### src/rtl/hilo_ctrl_pkg.sv
// Shared constants, op/state encodings and write payload for the HI/LO sequencer.
package hilo_ctrl_pkg;

    localparam int unsigned HILO_W      = 32;
    localparam int unsigned HILO_DIV_IT = HILO_W;
    localparam int unsigned HILO_CNT_W  = $clog2(HILO_DIV_IT);

    typedef enum logic [2:0] {
        HILO_OP_NOP   = 3'd0,
        HILO_OP_MULT  = 3'd1,
        HILO_OP_MULTU = 3'd2,
        HILO_OP_DIV   = 3'd3,
        HILO_OP_DIVU  = 3'd4,
        HILO_OP_MTHI  = 3'd5,
        HILO_OP_MTLO  = 3'd6
    } hilo_op_e;

    typedef enum logic [1:0] {
        ST_IDLE = 2'd0,
        ST_MUL  = 2'd1,
        ST_DIV  = 2'd2,
        ST_DONE = 2'd3
    } hilo_state_e;

    typedef struct packed {
        logic [HILO_W-1:0] hi;
        logic [HILO_W-1:0] lo;
    } hilo_wr_t;

    // Two's-complement negate when sgn is set (magnitude in, signed value out or vice versa).
    function automatic logic [HILO_W-1:0] apply_sign(input logic [HILO_W-1:0] x, input logic sgn);
        return sgn ? HILO_W'(-x) : x;
    endfunction

endpackage

### src/rtl/hilo_ctrl_div_iter.sv
// Unsigned restoring divider: one quotient bit per step, dividend shifts out as quotient shifts in.
module hilo_ctrl_div_iter #(
    parameter int unsigned W = 32
) (
    input  logic         clk,
    input  logic         rst,
    input  logic         start_i,
    input  logic         step_i,
    input  logic [W-1:0] dvd_i,
    input  logic [W-1:0] dvs_i,
    output logic [W-1:0] quo_o,
    output logic [W-1:0] rem_o
);

    logic [W-1:0] quo_q;
    logic [W-1:0] rem_q;
    logic [W-1:0] dvs_q;
    logic [W:0]   rem_sh;
    logic [W-1:0] diff;
    logic         ge;

    // rem_q < dvs_q holds between steps, so the true difference always fits in W bits.
    assign rem_sh = {rem_q, quo_q[W-1]};
    assign ge     = rem_sh >= {1'b0, dvs_q};
    assign diff   = rem_sh[W-1:0] - dvs_q;

    always_ff @(posedge clk) begin
        if (rst) begin
            quo_q <= '0;
            rem_q <= '0;
            dvs_q <= '0;
        end else if (start_i) begin
            quo_q <= dvd_i;
            rem_q <= '0;
            dvs_q <= dvs_i;
        end else if (step_i) begin
            quo_q <= {quo_q[W-2:0], ge};
            rem_q <= ge ? diff : rem_sh[W-1:0];
        end
    end

    assign quo_o = quo_q;
    assign rem_o = rem_q;

endmodule

### src/rtl/hilo_ctrl.sv
// HI/LO sequencer: accepts mult/div/mt ops from EX, stalls while busy, issues one write strobe.
module hilo_ctrl
    import hilo_ctrl_pkg::*;
(
    input  logic              clk,
    input  logic              rst,
    input  logic              op_valid_i,
    input  logic [2:0]        op_i,
    input  logic [HILO_W-1:0] src_a_i,
    input  logic [HILO_W-1:0] src_b_i,
    input  logic              flush_i,
    input  logic [HILO_W-1:0] hi_cur_i,
    input  logic [HILO_W-1:0] lo_cur_i,
    output logic              stall_o,
    output logic              busy_o,
    output logic              hilo_we_o,
    output logic [HILO_W-1:0] hi_wdata_o,
    output logic [HILO_W-1:0] lo_wdata_o
);

    localparam int unsigned PW = 2 * HILO_W;

    hilo_state_e           state_q, state_d;
    logic [HILO_CNT_W-1:0] cnt_q, cnt_d;
    logic [HILO_W-1:0]     mul_a_q, mul_a_d;
    logic [HILO_W-1:0]     mul_b_q, mul_b_d;
    logic                  mul_sgn_q, mul_sgn_d;
    logic                  sa_q, sa_d;
    logic                  sb_q, sb_d;
    logic                  dvz_q, dvz_d;

    logic                  abort;
    logic                  div_start;
    logic                  div_step;
    logic                  div_sgn;
    logic [HILO_W-1:0]     div_dvd;
    logic [HILO_W-1:0]     div_dvs;
    logic [HILO_W-1:0]     quo;
    logic [HILO_W-1:0]     rem;
    logic [PW-1:0]         mul_ext_a;
    logic [PW-1:0]         mul_ext_b;
    logic [PW-1:0]         product;
    logic                  stall_c;
    logic                  we_c;
    hilo_wr_t              wr_c;

    // Sign-extend for MULT, zero-extend for MULTU; the low 2W bits are then correct for both.
    assign mul_ext_a = {{HILO_W{mul_sgn_q & mul_a_q[HILO_W-1]}}, mul_a_q};
    assign mul_ext_b = {{HILO_W{mul_sgn_q & mul_b_q[HILO_W-1]}}, mul_b_q};
    assign product   = mul_ext_a * mul_ext_b;

    assign div_sgn = (op_i == HILO_OP_DIV);
    assign div_dvd = apply_sign(src_a_i, div_sgn & src_a_i[HILO_W-1]);
    assign div_dvs = apply_sign(src_b_i, div_sgn & src_b_i[HILO_W-1]);

    hilo_ctrl_div_iter #(
        .W (HILO_W)
    ) u_div (
        .clk     (clk),
        .rst     (rst),
        .start_i (div_start),
        .step_i  (div_step),
        .dvd_i   (div_dvd),
        .dvs_i   (div_dvs),
        .quo_o   (quo),
        .rem_o   (rem)
    );

    always_ff @(posedge clk) begin
        if (rst) begin
            state_q   <= ST_IDLE;
            cnt_q     <= '0;
            mul_a_q   <= '0;
            mul_b_q   <= '0;
            mul_sgn_q <= 1'b0;
            sa_q      <= 1'b0;
            sb_q      <= 1'b0;
            dvz_q     <= 1'b0;
        end else begin
            state_q   <= state_d;
            cnt_q     <= cnt_d;
            mul_a_q   <= mul_a_d;
            mul_b_q   <= mul_b_d;
            mul_sgn_q <= mul_sgn_d;
            sa_q      <= sa_d;
            sb_q      <= sb_d;
            dvz_q     <= dvz_d;
        end
    end

    // Reset mid-operation is handled exactly like flush on the combinational side.
    assign abort = flush_i | rst;

    always_comb begin
        state_d   = state_q;
        cnt_d     = cnt_q;
        mul_a_d   = mul_a_q;
        mul_b_d   = mul_b_q;
        mul_sgn_d = mul_sgn_q;
        sa_d      = sa_q;
        sb_d      = sb_q;
        dvz_d     = dvz_q;
        div_start = 1'b0;
        div_step  = 1'b0;
        stall_c   = 1'b0;
        we_c      = 1'b0;
        wr_c      = '0;

        if (abort) begin
            state_d = ST_IDLE;
        end else begin
            case (state_q)
                ST_IDLE: begin
                    if (op_valid_i) begin
                        case (op_i)
                            HILO_OP_MULT, HILO_OP_MULTU: begin
                                mul_a_d   = src_a_i;
                                mul_b_d   = src_b_i;
                                mul_sgn_d = (op_i == HILO_OP_MULT);
                                stall_c   = 1'b1;
                                state_d   = ST_MUL;
                            end
                            HILO_OP_DIV, HILO_OP_DIVU: begin
                                sa_d      = div_sgn & src_a_i[HILO_W-1];
                                sb_d      = div_sgn & src_b_i[HILO_W-1];
                                dvz_d     = (src_b_i == '0);
                                cnt_d     = '0;
                                div_start = 1'b1;
                                stall_c   = 1'b1;
                                state_d   = ST_DIV;
                            end
                            HILO_OP_MTHI: begin
                                we_c    = 1'b1;
                                wr_c.hi = src_a_i;
                                wr_c.lo = lo_cur_i;
                            end
                            HILO_OP_MTLO: begin
                                we_c    = 1'b1;
                                wr_c.hi = hi_cur_i;
                                wr_c.lo = src_a_i;
                            end
                            default: ;
                        endcase
                    end
                end
                ST_MUL: begin
                    we_c    = 1'b1;
                    wr_c    = hilo_wr_t'(product);
                    state_d = ST_IDLE;
                end
                ST_DIV: begin
                    stall_c  = 1'b1;
                    div_step = 1'b1;
                    cnt_d    = cnt_q + HILO_CNT_W'(1);
                    if (cnt_q == HILO_CNT_W'(HILO_DIV_IT - 1)) begin
                        state_d = ST_DONE;
                    end
                end
                ST_DONE: begin
                    we_c    = 1'b1;
                    wr_c.lo = dvz_q ? '1 : apply_sign(quo, sa_q ^ sb_q);
                    wr_c.hi = apply_sign(rem, sa_q);
                    state_d = ST_IDLE;
                end
                default: state_d = ST_IDLE;
            endcase
        end
    end

    assign stall_o    = stall_c;
    assign busy_o     = (state_q != ST_IDLE);
    assign hilo_we_o  = we_c;
    assign hi_wdata_o = wr_c.hi;
    assign lo_wdata_o = wr_c.lo;

endmodule

### config.mk
export PLATFORM = sky130hd
export DESIGN_NAME = hilo_ctrl
export DESIGN_NICKNAME = d
export VERILOG_FILES = /design/src/rtl/hilo_ctrl_pkg.sv /design/src/rtl/hilo_ctrl_div_iter.sv /design/src/rtl/hilo_ctrl.sv
export SDC_FILE = /design/constraint.sdc
export NUM_CORES = 2
export LEC_CHECK = 0
export BUFFER_PORTS_ARGS = -buffer_cell sky130_fd_sc_hd__clkbuf_2
export CORE_UTILIZATION = 60
export CTS_BUF_LIST = sky130_fd_sc_hd__clkbuf_4 sky130_fd_sc_hd__clkbuf_8 sky130_fd_sc_hd__clkbuf_16
export CTS_CLUSTER_SIZE = 16
export DETAILED_ROUTE_END_ITERATION = 7
export PLACE_DENSITY = 0.87
export SETUP_SLACK_MARGIN = 0.15
export SYNTH_ARGS = -nofsm -noshare
export SYNTH_HDL_FRONTEND = slang
export SYNTH_SLANG_ARGS = --single-unit
export TNS_END_PERCENT = 5
### constraint.sdc
create_clock -name clk -period 25.3 [get_ports clk]
set_input_delay 2.53 -clock clk [delete_from_list [all_inputs] [get_ports clk]]
set_output_delay 2.53 -clock clk [all_outputs]
set_load 0.02 [all_outputs]
After elaboration in Yosys (flattened, before gate mapping)
Index checks and enable logic that the tools add are counted.
{"block": "word_totals", "reg_bits": 171, "in_bits": 135, "wordCells": 89}
{"block": "op_classes", "add_sub_neg": 6, "n_mul": 1, "n_lt_le_gt_ge": 1, "eq_ne": 14, "n_mux": 33, "bitwise_logic": 7, "n_reduce_logical": 16}
{"op": "$mux 32", "count": 8}
{"op": "$pmux 64 s3", "count": 1}
{"op": "$mux 64", "count": 2}
{"op": "$neg 32->32", "count": 4}
{"op": "$pmux 64 s2", "count": 1}
{"op": "$mul 33x33->64", "count": 1}
{"op": "$ge 33x32->1", "count": 1}
{"op": "$logic_not 32->1", "count": 1}
{"op": "$sub 32x32->32", "count": 1}
{"op": "$mux 1", "count": 12}
{"op": "$reduce_and 4->1", "count": 3}
{"op": "$reduce_or 2->1", "count": 6}
{"op": "$mux 5", "count": 2}
{"op": "$pmux 5 s2", "count": 1}
{"op": "$eq 3x3->1 const B", "count": 3}
{"op": "$eq 3x2->1 const B", "count": 2}
{"op": "$pmux 2 s3", "count": 1}
{"op": "$reduce_bool 2->1", "count": 3}
{"op": "$add 5x1->5 const B", "count": 1}
{"op": "$eq 5x5->1 const B", "count": 1}
{"op": "$and 1x1->1", "count": 4}
{"op": "$eq 2x2->1 const B", "count": 2}
{"op": "$mux 2", "count": 2}
{"op": "$ne 2x2->1 const B", "count": 2}
{"op": "12 further kinds", "count": 13}

Longest topological paths before layout
{"block": "logic_depth", "word_depth": 7, "mapped_depth": 32, "mapped_depth_nobuf": 29}

Cells and area by module
Synthesis repeated with hierarchy kept, for this count alone.
{"block": "hier_totals", "hier_cells": 6048, "area_unflattened_um2": 50992.7}
{"module": "hilo_ctrl", "instances": 1, "cells_per_inst": 5294, "area_each_um2": 44955.6, "seq_area_each_um2": 1501.4}
{"module": "hilo_ctrl_div_iter", "instances": 1, "cells_per_inst": 754, "area_each_um2": 6037.0, "seq_area_each_um2": 1921.8}

Worst setup path after synthesis
No wires, ideal clock.
{"block": "synth_timing", "kind": "reg2out", "from": "register mul_a_q[31]", "to": "output hi_wdata_o[31]", "t_arrival_ps": 8176, "path_slack_ps": 14594, "stages_incl_launch_ff": 31, "cell_sequence": "dfxtp_1 -> clkbuf_1 -> and2_1 -> clkbuf_1 -> nand2_1 -> inv_1 -> fa_1 -> fa_1 -> fa_1 -> inv_1 -> fa_1 -> inv_1 -> fa_1 -> fa_1 -> fa_1 -> inv_1 -> fa_1 -> inv_1 -> ha_1 -> clkbuf_1 -> a21oi_1 -> o21ai_0 -> a21oi_1 -> o221a_2 -> a21oi_1 -> a2111oi_0 -> a211oi_1 -> or3_1 -> nand4_1 -> nand4bb_1 -> a31oi_1"}
{"block": "synth_via", "elab_chain_len": 4}
{"item": "from (decl)", "line": "hilo_ctrl.sv:25", "source": "logic [HILO_W-1:0] mul_a_q, mul_a_d;"}
{"item": "from (signal assigned)", "line": "hilo_ctrl.sv:82", "source": "mul_a_q <= mul_a_d;"}
{"item": "$and 1x1->1", "line": "hilo_ctrl.sv:48", "source": "assign mul_ext_a = {{HILO_W{mul_sgn_q & mul_a_q[HILO_W-1]}}, mul_a_q};"}
{"item": "$mul 33x33->64 (*)", "line": "hilo_ctrl.sv:50", "source": "assign product = mul_ext_a * mul_ext_b;"}
{"item": "$pmux 64 s3 (*)", "line": "hilo_ctrl.sv:112", "source": "case (state_q)"}
{"item": "$mux 64 (*)", "line": "hilo_ctrl.sv:109", "source": "if (abort) begin"}
{"item": "to (decl)", "line": "hilo_ctrl.sv:17", "source": "output logic [HILO_W-1:0] hi_wdata_o,"}
Mark *: on every way between the ends. The rest lies on a longest branch, timed or not.

Worst setup path after layout
{"block": "layout_timing", "from": "register mul_sgn_q", "to": "output hi_wdata_o[26]"}
{"block": "layout_via", "elab_chain_len": 4}
{"item": "from (decl)", "line": "hilo_ctrl.sv:27", "source": "logic mul_sgn_q, mul_sgn_d;"}
{"item": "from (signal assigned)", "line": "hilo_ctrl.sv:84", "source": "mul_sgn_q <= mul_sgn_d;"}
{"item": "$and 1x1->1, on equally long branches", "line": "hilo_ctrl.sv:48, hilo_ctrl.sv:49"}
{"item": "$mul 33x33->64 (*)", "line": "hilo_ctrl.sv:50"}
{"item": "$pmux 64 s3 (*)", "line": "hilo_ctrl.sv:112"}
{"item": "$mux 64 (*)", "line": "hilo_ctrl.sv:109"}
Marks and branches as above.

==> flow_summary.json <==
{
  "cts_setup_buffers": 0,
  "drtPass1Iterations": 8,
  "max-vdd-ir-drop_mv": 0.0426,
  "hp-class": "reg -> reg",
  "synth_top_area_cell": "fa_1",
  "r2r_start": "u_div.rem_o[0]$_SDFFE_PP0P_",
  "reg2reg_slack_ns": 21.16,
  "combPwrFrac": 0.253,
  "met2_usage": 0.596,
  "hold_ws_ns": 0.456,
  "synthTopCellsByCount": "inv_1, fa_1, nand2_1",
  "fp.dieW_um": 291,
  "critPathLaunchType": "flop",
  "nFillCells": 6571,
  "max_stage_delay_ns": 1.05,
  "cp_max_fo": 23,
  "die_area_mm2": 0.0848,
  "crit_arrival_ns": 10.70,
  "instances_no_fill": 6924,
  "area_growth_pct": 4.45,
  "synth_ff_type": "dfxtp_1",
  "synth_seq_cells": 171,
  "overflow": 0,
  "place_congestion": 1.02,
  "finalHoldViolations": 0,
  "die_h_um": 291,
  "multi_input_area_mm2": 0.0410,
  "dr_total_vias": 42028,
  "io_buffers": 201,
  "syn-num-nets": 7417,
  "viasPerCell": 6.07,
  "drive_gt1_frac": 0.0617,
  "synth_top_family_by_area": "adder cells",
  "crit_top_cell": "fa_1",
  "max_cap_violations": 0,
  "synth_compound_area_frac": 0.0994,
  "clkLatencyLatePin_ns": 0.44,
  "busiest_layer": "met2",
  "coreArea_mm2": 0.0824,
  "synthAdderAreaFrac": 0.512,
  "static-leakage-power_uw": 0.0251,
  "synth-seq-area-share": 0.0682,
  "clockBufferDepth": 2,
  "setup_tns_ns": 0,
  "rsz0062_at_grt": "false",
  "synth_top_area_frac": 0.449,
  "slew_violations": 0,
  "cp-end-kind": "output port",
  "swShare": 0.334,
  "reg2reg_depth": 13,
  "drt_first_iter_violations": 4170,
  "violations": "DRC",
  "r2r-end": "u_div.rem_o[28]$_SDFFE_PP0P_",
  "drcViolationCount": 15,
  "slew_headroom": 0.158,
  "antenna_found_initial": 3,
  "synth_mux_area_frac": 0.000798,
  "io_pins": 202,
  "regArea_mm2": 0.00343,
  "min_to": "mul_b_q[18]$_SDFFE_PP0P_",
  "clock_power_share": 0.382,
  "place_inst": 6891,
  "use_met3": 0.0660,
  "grtUsageTotal": 0.362,
  "syn_area_mm2": 0.0502,
  "async_reset_ff_frac": 0,
  "antenna_left": 0,
  "cts.htree.levels": 4,
  "min_from": "mul_b_q[18]$_SDFFE_PP0P_",
  "fmax_mhz": 75.6,
  "grt_pass1_wl_um": 240000,
  "critPathBufInv": 8,
  "met1_usage": 0.442,
  "ys_types": 78,
  "hold_depth": 2,
  "synth_edf_count": 0,
  "tightest_slew_ns": 1.26,
  "tritoncts": "done",
  "cts_root_buffer": "clkbuf_16",
  "wirelength_um": 149000,
  "status": "complete, but fails checks",
  "final-setup-viol-count": 0,
  "critPathKind": "reg -> out",
  "yosys-top-cells-area": "fa_1, inv_1, nand2_1",
  "syn-instance-count": 5906,
  "power_density_mw_per_mm2": 14.7,
  "routedWlPerCell_um": 21.5,
  "clock-sinks": 171,
  "dpl.hpwl_um": 121000,
  "cp_slowest_cell": "dfxtp_1",
  "setup_ws_ns": 12.07,
  "initial_core_util": 0.609,
  "cts_resized": 0,
  "yosys_warnings": 0,
  "seq_power_share": 0.365,
  "syn_area_per_cell_um2": 8.49,
  "row_count": 105,
  "yosys.area_share.xor_xnor": 0.0381,
  "postCtsHoldBufs": 0,
  "grt_max_degree": 78,
  "min_period_over_period": 0.523,
  "critPathRequiredTime_ns": 22.77,
  "finalCriticalPeriod_ns": 13.23,
  "numCtsBuffers": 17,
  "synthSimpleGateAreaFrac": 0.166,
  "clk_pin_slew_ns": 0.07,
  "power.switching_uw": 257,
  "final_nets": 7351,
  "pre_cts_ws_ns": 12.75,
  "yosysMostFrequentCell": "inv_1",
  "grt_pass1_vias": 45192,
  "internal-power_uw": 512,
  "cpLargestDelayFamily": "adder cells",
  "fin_skew_ns": 0.0118
}
[worst min-delay path: cells and delay by family, from the launching register on]
kind	cells	cell delay, ns
compound gates	1	0.05
flops	1	0.32
simple gates	1	0.05
[state kept, by name, indices dropped and copies added, names as in the netlist]
name	count
mul_sgn_q	1
u_div.quo_o	32
u_div.rem_o	32
sa_q	1
mul_a_q	32
mul_b_q	32
u_div.dvs_q	32
state_q	2
sb_q	1
cnt_q	5
dvz_q	1
[cells by family (layout without fill, tap and decap cells)]
group                    count (synthesis)  in the layout
other                                    0              1
flip-flops                             171            171
adder cells (fa/ha/maj)               1376           1376
AO/OA/AOI/OAI                          779            779
XOR/XNOR                               218            218
buffers and inverters                 1541           1488
multiplexers                             4              4
AND/OR/NAND/NOR                       1817           1817
[stage by stage]
stage / area [µm²] / power, µW / utilization
2_1_floorplan: 50200 / 404 / -
6_report: 52400 / 768 / 0.636
4_1_cts: 52400 / 762 / 0.636
3_3_place_gp: 51700 / 472 / 0.628
5_1_grt: 52400 / 792 / 0.636
3_5_place_dp: 51700 / 473 / 0.628
[cell usage in the layout (no fill, tap or decap), types with 101 or more instances in the layout]
cell type / synthesis / final
a21oi_1: 287 / 285
ha_1: 250 / 250
xor2_1: 101 / 101
o21ai_0: 120 / 120
nand2_1: 963 / 961
inv_1: 1182 / 1182
clkbuf_2: 1 / 200
nor2_1: 260 / 259
xnor2_1: 117 / 117
fa_1: 1126 / 1126
dfxtp_1: 171 / 162
and2_1: 363 / 361
[routing by layer]
metal / up-vias / wire length, µm
li1: 17794 / -
met1: 21009 / 51700
met2: 2533 / 71700
met3: 692 / 14700
met4: 0 / 10800
met5: - / 0
[worst max-delay path by stage]
| stage | start | end | slack [ns] | depth (start not counted) |
|---|---|---|---|---|
| CTS | mul_sgn_q$_SDFFE_PP0P_ | hi_wdata_o[26] | 12.24 | 28 |
| finish | mul_sgn_q$_SDFFE_PP0P_ | hi_wdata_o[26] | 12.07 | 28 |
| global placement | mul_sgn_q$_SDFFE_PP0P_ | hi_wdata_o[31] | 13.03 | 28 |
| floorplan | mul_a_q[31]$_SDFFE_PP0P_ | hi_wdata_o[31] | 14.59 | 30 |
| global route | mul_sgn_q$_SDFFE_PP0P_ | hi_wdata_o[26] | 11.66 | 28 |
| detailed placement | mul_sgn_q$_SDFFE_PP0P_ | hi_wdata_o[26] | 12.75 | 28 |
[power groups by stage]
stage	Clock, µW	Combinational (µW)	Sequential (µW)
floorplan	0	121	282
global placement	0	186	286
detailed placement	0	187	286
CTS	294	188	280
global route	305	206	281
finish	293	195	281
[cell type report]
type	count	area share
well taps	1070	0.0256
clock inverters	10	0.00308
inverters	1184	0.0848
repair buffers	272	0.0294
clock buffers	22	0.00931
diodes	1	0.0000478
flip-flops and latches	171	0.0656
multi-input cells	4194	0.782
Note: power is estimated with default switching activity, not from simulation.
